$ cat src/rtl/ctrl_interrupciones_pkg.sv
// rtl/ctrl_interrupciones_pkg.sv - shared types and defaults for the interrupt controller
//
// Purpose: FSM state type, default geometry of the controller and the width
// helper for the request index. Imported by codif_prioridad and
// ctrl_interrupciones.
package pkg_interrupciones;

  localparam int                N_IRQ      = 4;
  localparam int                ANCHO_DIR  = 10;
  localparam logic [9:0]        VEC_BASE   = 10'h3C0;
  localparam int                VEC_STRIDE = 4;

  typedef enum logic [1:0] {
    REPOSO   = 2'd0,
    PETICION = 2'd1,
    SERVICIO = 2'd2
  } estado_e;

  // Width of a request index; never below one bit so the port always exists.
  function automatic int ancho_id(input int n);
    return (n <= 2) ? 1 : $clog2(n);
  endfunction

endpackage

$ cat src/rtl/ctrl_interrupciones_codif_prioridad.sv
// rtl/ctrl_interrupciones_codif_prioridad.sv - lowest-index priority encoder
//
// Purpose: combinational fixed-priority encoder, bit 0 has highest priority.
// Ports:
//   peticiones  in   N         request vector
//   indice      out  ANCHO_ID  index of the lowest set bit (0 when none)
//   valido      out  1         at least one request bit is set
module codif_prioridad
  import pkg_interrupciones::*;
#(
  parameter int N        = 4,
  parameter int ANCHO_ID = ancho_id(N)
) (
  input  logic [N-1:0]        peticiones,
  output logic [ANCHO_ID-1:0] indice,
  output logic                valido
);

  always_comb begin
    indice = '0;
    valido = |peticiones;
    // Scan downwards so the lowest set index is the last one written.
    for (int i = N - 1; i >= 0; i--) begin
      if (peticiones[i]) begin
        indice = ANCHO_ID'(i);
      end
    end
  end

endmodule

$ cat src/rtl/ctrl_interrupciones.sv
// rtl/ctrl_interrupciones.sv - vectored interrupt controller for the single-cycle CPU
//
// Purpose: latches rising edges on the request lines, masks them, picks the
// lowest enabled index and asks the control unit to redirect the PC to that
// request's vector at an instruction boundary. One interrupt in service at a
// time, no nesting.
// Ports:
//   clk          in   1          system clock
//   reset        in   1          asynchronous active-low reset
//   irq_in       in   N_IRQ      request lines, rising edge raises a request
//   we_mask      in   1          load mask_in into the mask register
//   mask_in      in   N_IRQ      new mask (1 = enabled)
//   inst_fin     in   1          CPU is at an instruction boundary
//   pc_actual    in   ANCHO_DIR  address of the next instruction
//   int_ack      in   1          control unit loaded vector into the PC
//   reti         in   1          CPU executes return-from-interrupt
//   int_req      out  1          redirect request
//   vector       out  ANCHO_DIR  redirect target
//   pc_guardado  out  ANCHO_DIR  saved return address
//   int_activa   out  1          interrupt in service
//   id_activa    out  ANCHO_ID   index of the selected / serviced request
//   pendientes   out  N_IRQ      pending-request register
module ctrl_interrupciones
  import pkg_interrupciones::*;
#(
  parameter int                   N_IRQ      = pkg_interrupciones::N_IRQ,
  parameter int                   ANCHO_DIR  = pkg_interrupciones::ANCHO_DIR,
  parameter logic [ANCHO_DIR-1:0] VEC_BASE   = ANCHO_DIR'(pkg_interrupciones::VEC_BASE),
  parameter int                   VEC_STRIDE = pkg_interrupciones::VEC_STRIDE,
  localparam int                  ANCHO_ID   = ancho_id(N_IRQ)
) (
  input  logic                 clk,
  input  logic                 reset,
  input  logic [N_IRQ-1:0]     irq_in,
  input  logic                 we_mask,
  input  logic [N_IRQ-1:0]     mask_in,
  input  logic                 inst_fin,
  input  logic [ANCHO_DIR-1:0] pc_actual,
  input  logic                 int_ack,
  input  logic                 reti,
  output logic                 int_req,
  output logic [ANCHO_DIR-1:0] vector,
  output logic [ANCHO_DIR-1:0] pc_guardado,
  output logic                 int_activa,
  output logic [ANCHO_ID-1:0]  id_activa,
  output logic [N_IRQ-1:0]     pendientes
);

  estado_e                estado_q, estado_d;
  logic [N_IRQ-1:0]       irq_prev_q, irq_prev_d;
  logic [N_IRQ-1:0]       pend_q, pend_d;
  logic [N_IRQ-1:0]       mask_q, mask_d;
  logic [ANCHO_ID-1:0]    id_q, id_d;
  logic [ANCHO_DIR-1:0]   pc_guardado_q, pc_guardado_d;

  logic [N_IRQ-1:0]       flancos;
  logic [N_IRQ-1:0]       elegibles;
  logic [ANCHO_ID-1:0]    ganador;
  logic                   hay_elegible;

  assign flancos   = irq_in & ~irq_prev_q;
  // Only registered pending bits compete, so inputs never reach int_req
  // within the same cycle.
  assign elegibles = pend_q & mask_q;

  codif_prioridad #(
    .N        (N_IRQ),
    .ANCHO_ID (ANCHO_ID)
  ) u_codif (
    .peticiones (elegibles),
    .indice     (ganador),
    .valido     (hay_elegible)
  );

  always_comb begin
    estado_d      = estado_q;
    irq_prev_d    = irq_in;
    pend_d        = pend_q;
    mask_d        = mask_q;
    id_d          = id_q;
    pc_guardado_d = pc_guardado_q;

    if (we_mask) begin
      mask_d = mask_in;
    end

    case (estado_q)
      REPOSO: begin
        if (hay_elegible && inst_fin) begin
          id_d          = ganador;
          pc_guardado_d = pc_actual;
          estado_d      = PETICION;
        end
      end
      PETICION: begin
        // The winner is frozen here; later mask writes cannot withdraw it.
        if (int_ack) begin
          pend_d[id_q] = 1'b0;
          estado_d     = SERVICIO;
        end
      end
      SERVICIO: begin
        if (reti) begin
          estado_d = REPOSO;
        end
      end
      default: begin
        estado_d = REPOSO;
      end
    endcase

    // Applied after the acknowledge clear so a coincident new edge survives.
    pend_d = pend_d | flancos;
  end

  always_ff @(posedge clk or negedge reset) begin
    if (!reset) begin
      estado_q      <= REPOSO;
      irq_prev_q    <= '0;
      pend_q        <= '0;
      mask_q        <= '0;
      id_q          <= '0;
      pc_guardado_q <= '0;
    end else begin
      estado_q      <= estado_d;
      irq_prev_q    <= irq_prev_d;
      pend_q        <= pend_d;
      mask_q        <= mask_d;
      id_q          <= id_d;
      pc_guardado_q <= pc_guardado_d;
    end
  end

  assign int_req     = (estado_q == PETICION);
  assign int_activa  = (estado_q == SERVICIO);
  assign id_activa   = id_q;
  assign pendientes  = pend_q;
  assign pc_guardado = pc_guardado_q;
  // Modulo 2^ANCHO_DIR by construction of the result width.
  assign vector      = VEC_BASE + ANCHO_DIR'(id_q) * ANCHO_DIR'(VEC_STRIDE);

endmodule

$ cat config.mk
export PLATFORM = sky130hd
export DESIGN_NAME = ctrl_interrupciones
export DESIGN_NICKNAME = d
export VERILOG_FILES = /design/src/rtl/ctrl_interrupciones_pkg.sv /design/src/rtl/ctrl_interrupciones_codif_prioridad.sv /design/src/rtl/ctrl_interrupciones.sv
export SDC_FILE = /design/constraint.sdc
export NUM_CORES = 1
export LEC_CHECK = 0
export ABC_AREA = 0
export BUFFER_PORTS_ARGS = -buffer_cell sky130_fd_sc_hd__buf_2
export CAP_MARGIN = 0
export CORE_MARGIN = 3
export CORE_UTILIZATION = 30
export CTS_BUF_LIST = sky130_fd_sc_hd__clkbuf_8
export CTS_CLUSTER_DIAMETER = 120
export DETAILED_ROUTE_END_ITERATION = 6
export PLACE_DENSITY = 0.63
export SETUP_SLACK_MARGIN = 0.3
export SLEW_MARGIN = 20
export SYNTH_ARGS = -nofsm -noshare
export SYNTH_HDL_FRONTEND = slang
export SYNTH_HIERARCHICAL = 1
export SYNTH_SLANG_ARGS = --single-unit
$ cat constraint.sdc
create_clock -name clk -period 3.05 [get_ports clk]
set_input_delay 0.1525 -clock clk [delete_from_list [all_inputs] [get_ports clk]]
set_output_delay 0.1525 -clock clk [all_outputs]
set_load 0.05 [all_outputs]
After elaboration in Yosys (flattened, before gate mapping)
Cells that the tools add are included.

storage, ports and cells
  memory bits (writable) = 0
  register bits after elaboration = 26
  latch bits = 0
  memories kept = 0
  input port bits = 24
  ROM bits = 0
  logic and storage cells = 38

operators by class
  reductions and logical operators = 6
  divide/modulo/power cells = 0
  multipliers = 0
  add/sub/neg operators = 1
  $lt $le $gt $ge = 2
  bitwise gates (word level) = 6
  multiplexer cells = 12
  shift operators = 0
  eq/ne operators = 5

operator list
  operator                                              number
  2-to-1 mux 2 bit                                      7
  bitwise AND 4 bit                                     3
  adder 7 x 5 -> 8 bit (first input constant)           1
  2-to-1 mux 4 bit                                      2
  inverter 4 bit                                        2
  != test 2 bit (second input constant)                 3
  one-hot mux 2 bit (3 select lines)                    1
  OR 4 bit                                              1
  OR reduction 4 bit                                    1
  < comparator 2 x 3 -> 1 bit (second input constant)   1
  AND reduction 3 bit                                   1
  demux 1 bit (select 2 bit)                            1
  == test 2 x 1 -> 1 bit (second input constant)        1
  == test 2 bit (second input constant)                 1
  >= comparator 2 x 1 -> 1 bit (second input constant)  1
  logical AND 1 bit                                     2
  zero test 2 bit                                       1
  AND reduction 2 bit                                   1
  2-to-1 mux 1 bit                                      1

Longest topological paths before layout
  depth in word-level cells = 9
  mapped depth = 6
  depth with buffers taken out = 5

Cells and area by module
Netlist, hierarchy kept.

modules (own cells, without submodules)
  module               area each (um2)  cells an instance  instances
  ctrl_interrupciones  1,153.6          84                 1
  codif_prioridad      35.0             7                  1

Worst setup path before layout
OpenSTA, ideal clock, no wires.

  path type = register -> register
  from = reg pend_q[0], in the netlist pendientes[0]
  to = reg id_q[0], in the netlist id_activa[0]
  data arrival time = 1,691 ps
  setup slack = 1,234 ps
  path buffers = 1
  cell stages (with the launch flop) = 7
  setup time = 125 ps
  cell sequence = dfrtp_1 and2_1 nor2_1 nand2_1 and4bb_4 buf_12 mux2_4

between the ends
  cells in the longest elaborated chain, start to end = 4
  elaborated cells between the ends (all ways) = 5

RTL lines
  element                        line                                       source
  start: declaration             ctrl_interrupciones.sv:51                  logic [N_IRQ-1:0] pend_q, pend_d;
  start signal: assignment       ctrl_interrupciones.sv:127                 pend_q <= pend_d;
  bitwise AND 4 bit              ctrl_interrupciones.sv:64                  assign elegibles = pend_q & mask_q;
  named net elegibles[0]         ctrl_interrupciones.sv:57                  logic [N_IRQ-1:0] elegibles;
  OR reduction 4 bit             ctrl_interrupciones_codif_prioridad.sv:21  valido = |peticiones;
  named net hay_elegible         ctrl_interrupciones.sv:59                  logic hay_elegible;
  logical AND 1 bit              ctrl_interrupciones.sv:89                  if (hay_elegible && inst_fin) begin
  AND reduction 2 bit (no line)  -
  end signal: assignment         ctrl_interrupciones.sv:129                 id_q <= id_d;
  end: declaration               ctrl_interrupciones.sv:53                  logic [ANCHO_ID-1:0] id_q, id_d;

The timed path passes the listed nets, and every way through them passes these cells.
A chain may end at the register's enable or synchronous reset.

Final worst setup path
  from = reg pend_q[0], in the netlist pendientes[0]
  to = reg pc_guardado_q[2], in the netlist pc_guardado[2]

between the ends
  cells in the longest elaborated chain, start to end = 4

RTL lines
  element                        line                                       source
  bitwise AND 4 bit              ctrl_interrupciones.sv:64
  named net elegibles[0]         ctrl_interrupciones.sv:57
  OR reduction 4 bit             ctrl_interrupciones_codif_prioridad.sv:21
  named net hay_elegible         ctrl_interrupciones.sv:59
  logical AND 1 bit              ctrl_interrupciones.sv:89
  AND reduction 2 bit (no line)  -
  end signal: assignment         ctrl_interrupciones.sv:130                 pc_guardado_q <= pc_guardado_d;
  end: declaration               ctrl_interrupciones.sv:54                  logic [ANCHO_DIR-1:0] pc_guardado_q, pc_guardado_d;

The timed path passes the listed nets, and every way through them passes these cells.

==> results.tsv <==
stage	metric	value	unit
outcome	status	finished clean	
clock_network	htreeDepth	1	
global_route	grt_pass1_wl	3280	um
critical_path	crit_path_end_kind	flip-flop	
timing	fmax	612	MHz
layout	area_growth	21.4	%
clock_network	cts_resized	0	
run	drv_cap	0	
clock_network	cts.clk_slew.worst_paths	80	ps
critical_path	cp_slowest_cell	and4bb_4	
placed_design	portBuffers	43	
placed_design	dp.cells	177	
logic_synthesis	synthDistinctLibCells	21	
layout	antennaDiodeCount	0	
pwr	switching_share	0.477	
global_route	gr-total-overflow	0	
placed_design	dpl.hpwl	1730	um
logic_synthesis	yosys_warnings	6	
pwr	power_density	1080	nW/um2
timing	slew_headroom	0.630	
critical_path	crit_fanout	13	
layout	layout_common_cells	buf_2 (43), dfrtp_1 (26), inv_1 (11), mux2_4 (9), conb_1 (8)	
floorplan	die_h	68.9	um
critical_path	r2r_setup_slack	1420	ps
pwr	seqPwrFrac	0.341	
detailed_routing	wirelength	2180	um
floorplan	die_x	68.9	um
clock_network	clk-insertion-delay-late	260	ps
global_route	grt_usage	0.0967	
clock_network	tritoncts	built	
timing	worst_pin_slew	556	ps
logic_synthesis	synth_ff_type	dfrtp_1	
logic_synthesis	yosysSeqAreaShare	0.547	
detailed_routing	drc	0	
detailed_routing	met3_length	168	um
global_route	grt_max_degree	27	
timing	slew_violations	0	
detailed_routing	routedWlPerCell	12.1	um
logic_synthesis	avgSynthCellArea	13.1	um2
critical_path	startpoint_type	flip-flop	
critical_path	path_cells	and2_1 > nor2_1 > nand2_1 > and4bb_4 > mux2_2	
pwr	internal_power	813	uW
logic_synthesis	synth_edf_count	0	
logic_synthesis	synth_xor_xnor_area_share	0	
detailed_routing	wl_met1	882	um
logic_synthesis	synth-simple-area-share	0.101	
timing	grt_setup_unrepaired	no	
global_route	antenna_found_initial	0	
timing	fin_crit_sh	0.535	
floorplan	initial_utilization	0.318	
clock_network	clock_sinks	26	
logic_synthesis	synth_compound_area_frac	0.0505	
critical_path	crit_type	flip-flop to flip-flop	
logic_synthesis	async_flop_share	1.00	
timing	setup_tns	0	ps
timing	finalSetupViolCount	0	
detailed_routing	firstDrtPassIters	4	
logic_synthesis	synth_seq_cells	26	
detailed_routing	num_vias	767	
logic_synthesis	synth_top_family_by_area	multiplexers	
layout	fin_nets	159	
detailed_routing	top_layer	met4	
detailed_routing	route.met2.wl	1080	um
critical_path	cp_slowest_stage_delay	420	ps
pwr	power_frac_clock	0.115	
floorplan	coreArea	3740	um2
detailed_routing	drt_iter0_drc	5	
detailed_routing	via_per_inst	4.24	
worst_hold_path	hold_class	primary input to flip-flop	
layout	final_common_cell	buf_2	
clock_network	postCtsSetupRepairBufs	0	
logic_synthesis	syn-cell-area	1190	um2
placed_design	place.gp.congestion	0.697	
global_route	grt_pass1_vias	728	
critical_path	worstPathArrival	1780	ps
timing	hold_viol	0	
layout	drive_above_1_share	0.489	
floorplan	die_area	4750	um2
clock_network	clockBufferDepth	2	
layout	instances_no_fill	181	
logic_synthesis	synth_cells	91	
clock_network	cts_buffers	3	
pwr	combPwrFrac	0.544	
logic_synthesis	synthMuxAreaShare	0.180	
clock_network	ctsRootBufferMaster	clkbuf_8	
critical_path	cp_data_required_time	3200	ps
timing	period_minus_slack	1630	ps
pwr	vdd_drop_max	0.212	mV
pwr	power	1.55	mW
logic_synthesis	synth_fa_ha_area_frac	0	
detailed_routing	drtAntennaViolNets	0	
pwr	p_sw	741	uW
pwr	power_leakage	0.758	nW
floorplan	fp-row-count	22	
timing	clock_skew	2.83	ps
floorplan	ios	52	
[per-stage QoR]
stage	instance area (um2)	hold WS (ps)	worst slack, ps	utilization
after global placement	1390	168	1520	0.372
final	1440	11.1	1420	0.385
after CTS	1440	5.97	1400	0.385
after floorplan	1210	-143	1230	-
after global routing	1440	1.43	1330	0.385
after detailed placement	1390	179	1410	0.372
[worst paths after layout]
check | start | endpoint | cells past startpoint
worst max register to register | pendientes[0] | pc_guardado[2] | 5
min in group asynchronous | reset | mask_q[2] | 2
worst max-delay path | pendientes[0] | pc_guardado[2] | 5
worst min-delay path | irq_in[1] | irq_prev_q[1] | 1
max in group asynchronous | reset | id_activa[1] | 2
worst min register to register | irq_prev_q[1] | pendientes[1] | 1
[metal layers]
metal / vias to the layer above / GRT usage
met5: - / 0
met4: 0 / 0.0657
met3: 4 / 0.0194
met2: 32 / 0.158
met1: 360 / 0.113
li1: 371 / -
[registers in the layout (all words and copies together), names as in the netlist]
register     count
estado_q         2
mask_q           4
pc_guardado     10
irq_prev_q       4
id_activa        2
pendientes       4
[worst max-delay path: cells and delay by family, from the launching register on]
family / cells / cell delay, ps
mux: 1 / 370
flops: 1 / 390
simple gates: 4 / 770
[final cells by class]
type,count,area [um2]
Timing Repair Buffer,44,225
Inverter,11,41.3
Clock buffer,3,41.3
Tap cell,48,60.1
Fill cell,382,2300
Sequential cell,26,651
Multi-Input combinational cell,49,424
[timing repair]
| item | in CTS | in global routing |
|---|---|---|
| hold buffers | 1 | 0 |
| hold endpoints to repair | 26 | 0 |
| setup endpoints to repair | 0 | 0 |
[power by group through the flow]
stage / combinational (mW) / clock (mW) / sequential (mW)
3_3_place_gp: 0.843 / 0 / 0.531
3_5_place_dp: 0.851 / 0 / 0.539
2_1_floorplan: 0.399 / 0 / 0.844
6_report: 0.846 / 0.179 / 0.529
4_1_cts: 0.855 / 0.189 / 0.532
5_1_grt: 0.891 / 0.207 / 0.551
[cells by family after synthesis]
logic type             Yosys count
multiplexers                    16
other                            2
buffers and inverters           22
AO/OA/AOI/OAI                    7
AND/OR/NAND/NOR                 18
flip-flops                      26
[cell usage after synthesis, types with 2 or more instances]
cell type   n  area (um2)
inv_1      11        41.3
dfrtp_1    26         651
nand2b_1    3        18.8
nand2_1     3        11.3
conb_1      2        7.51
mux2_2      7        78.8
mux2_4      9         135
buf_4      10        75.1
nor2_1      2        7.51
and2_1      4        25.0
o221ai_1    4        35.0
Note: power is estimated with default switching activity, not from simulation.
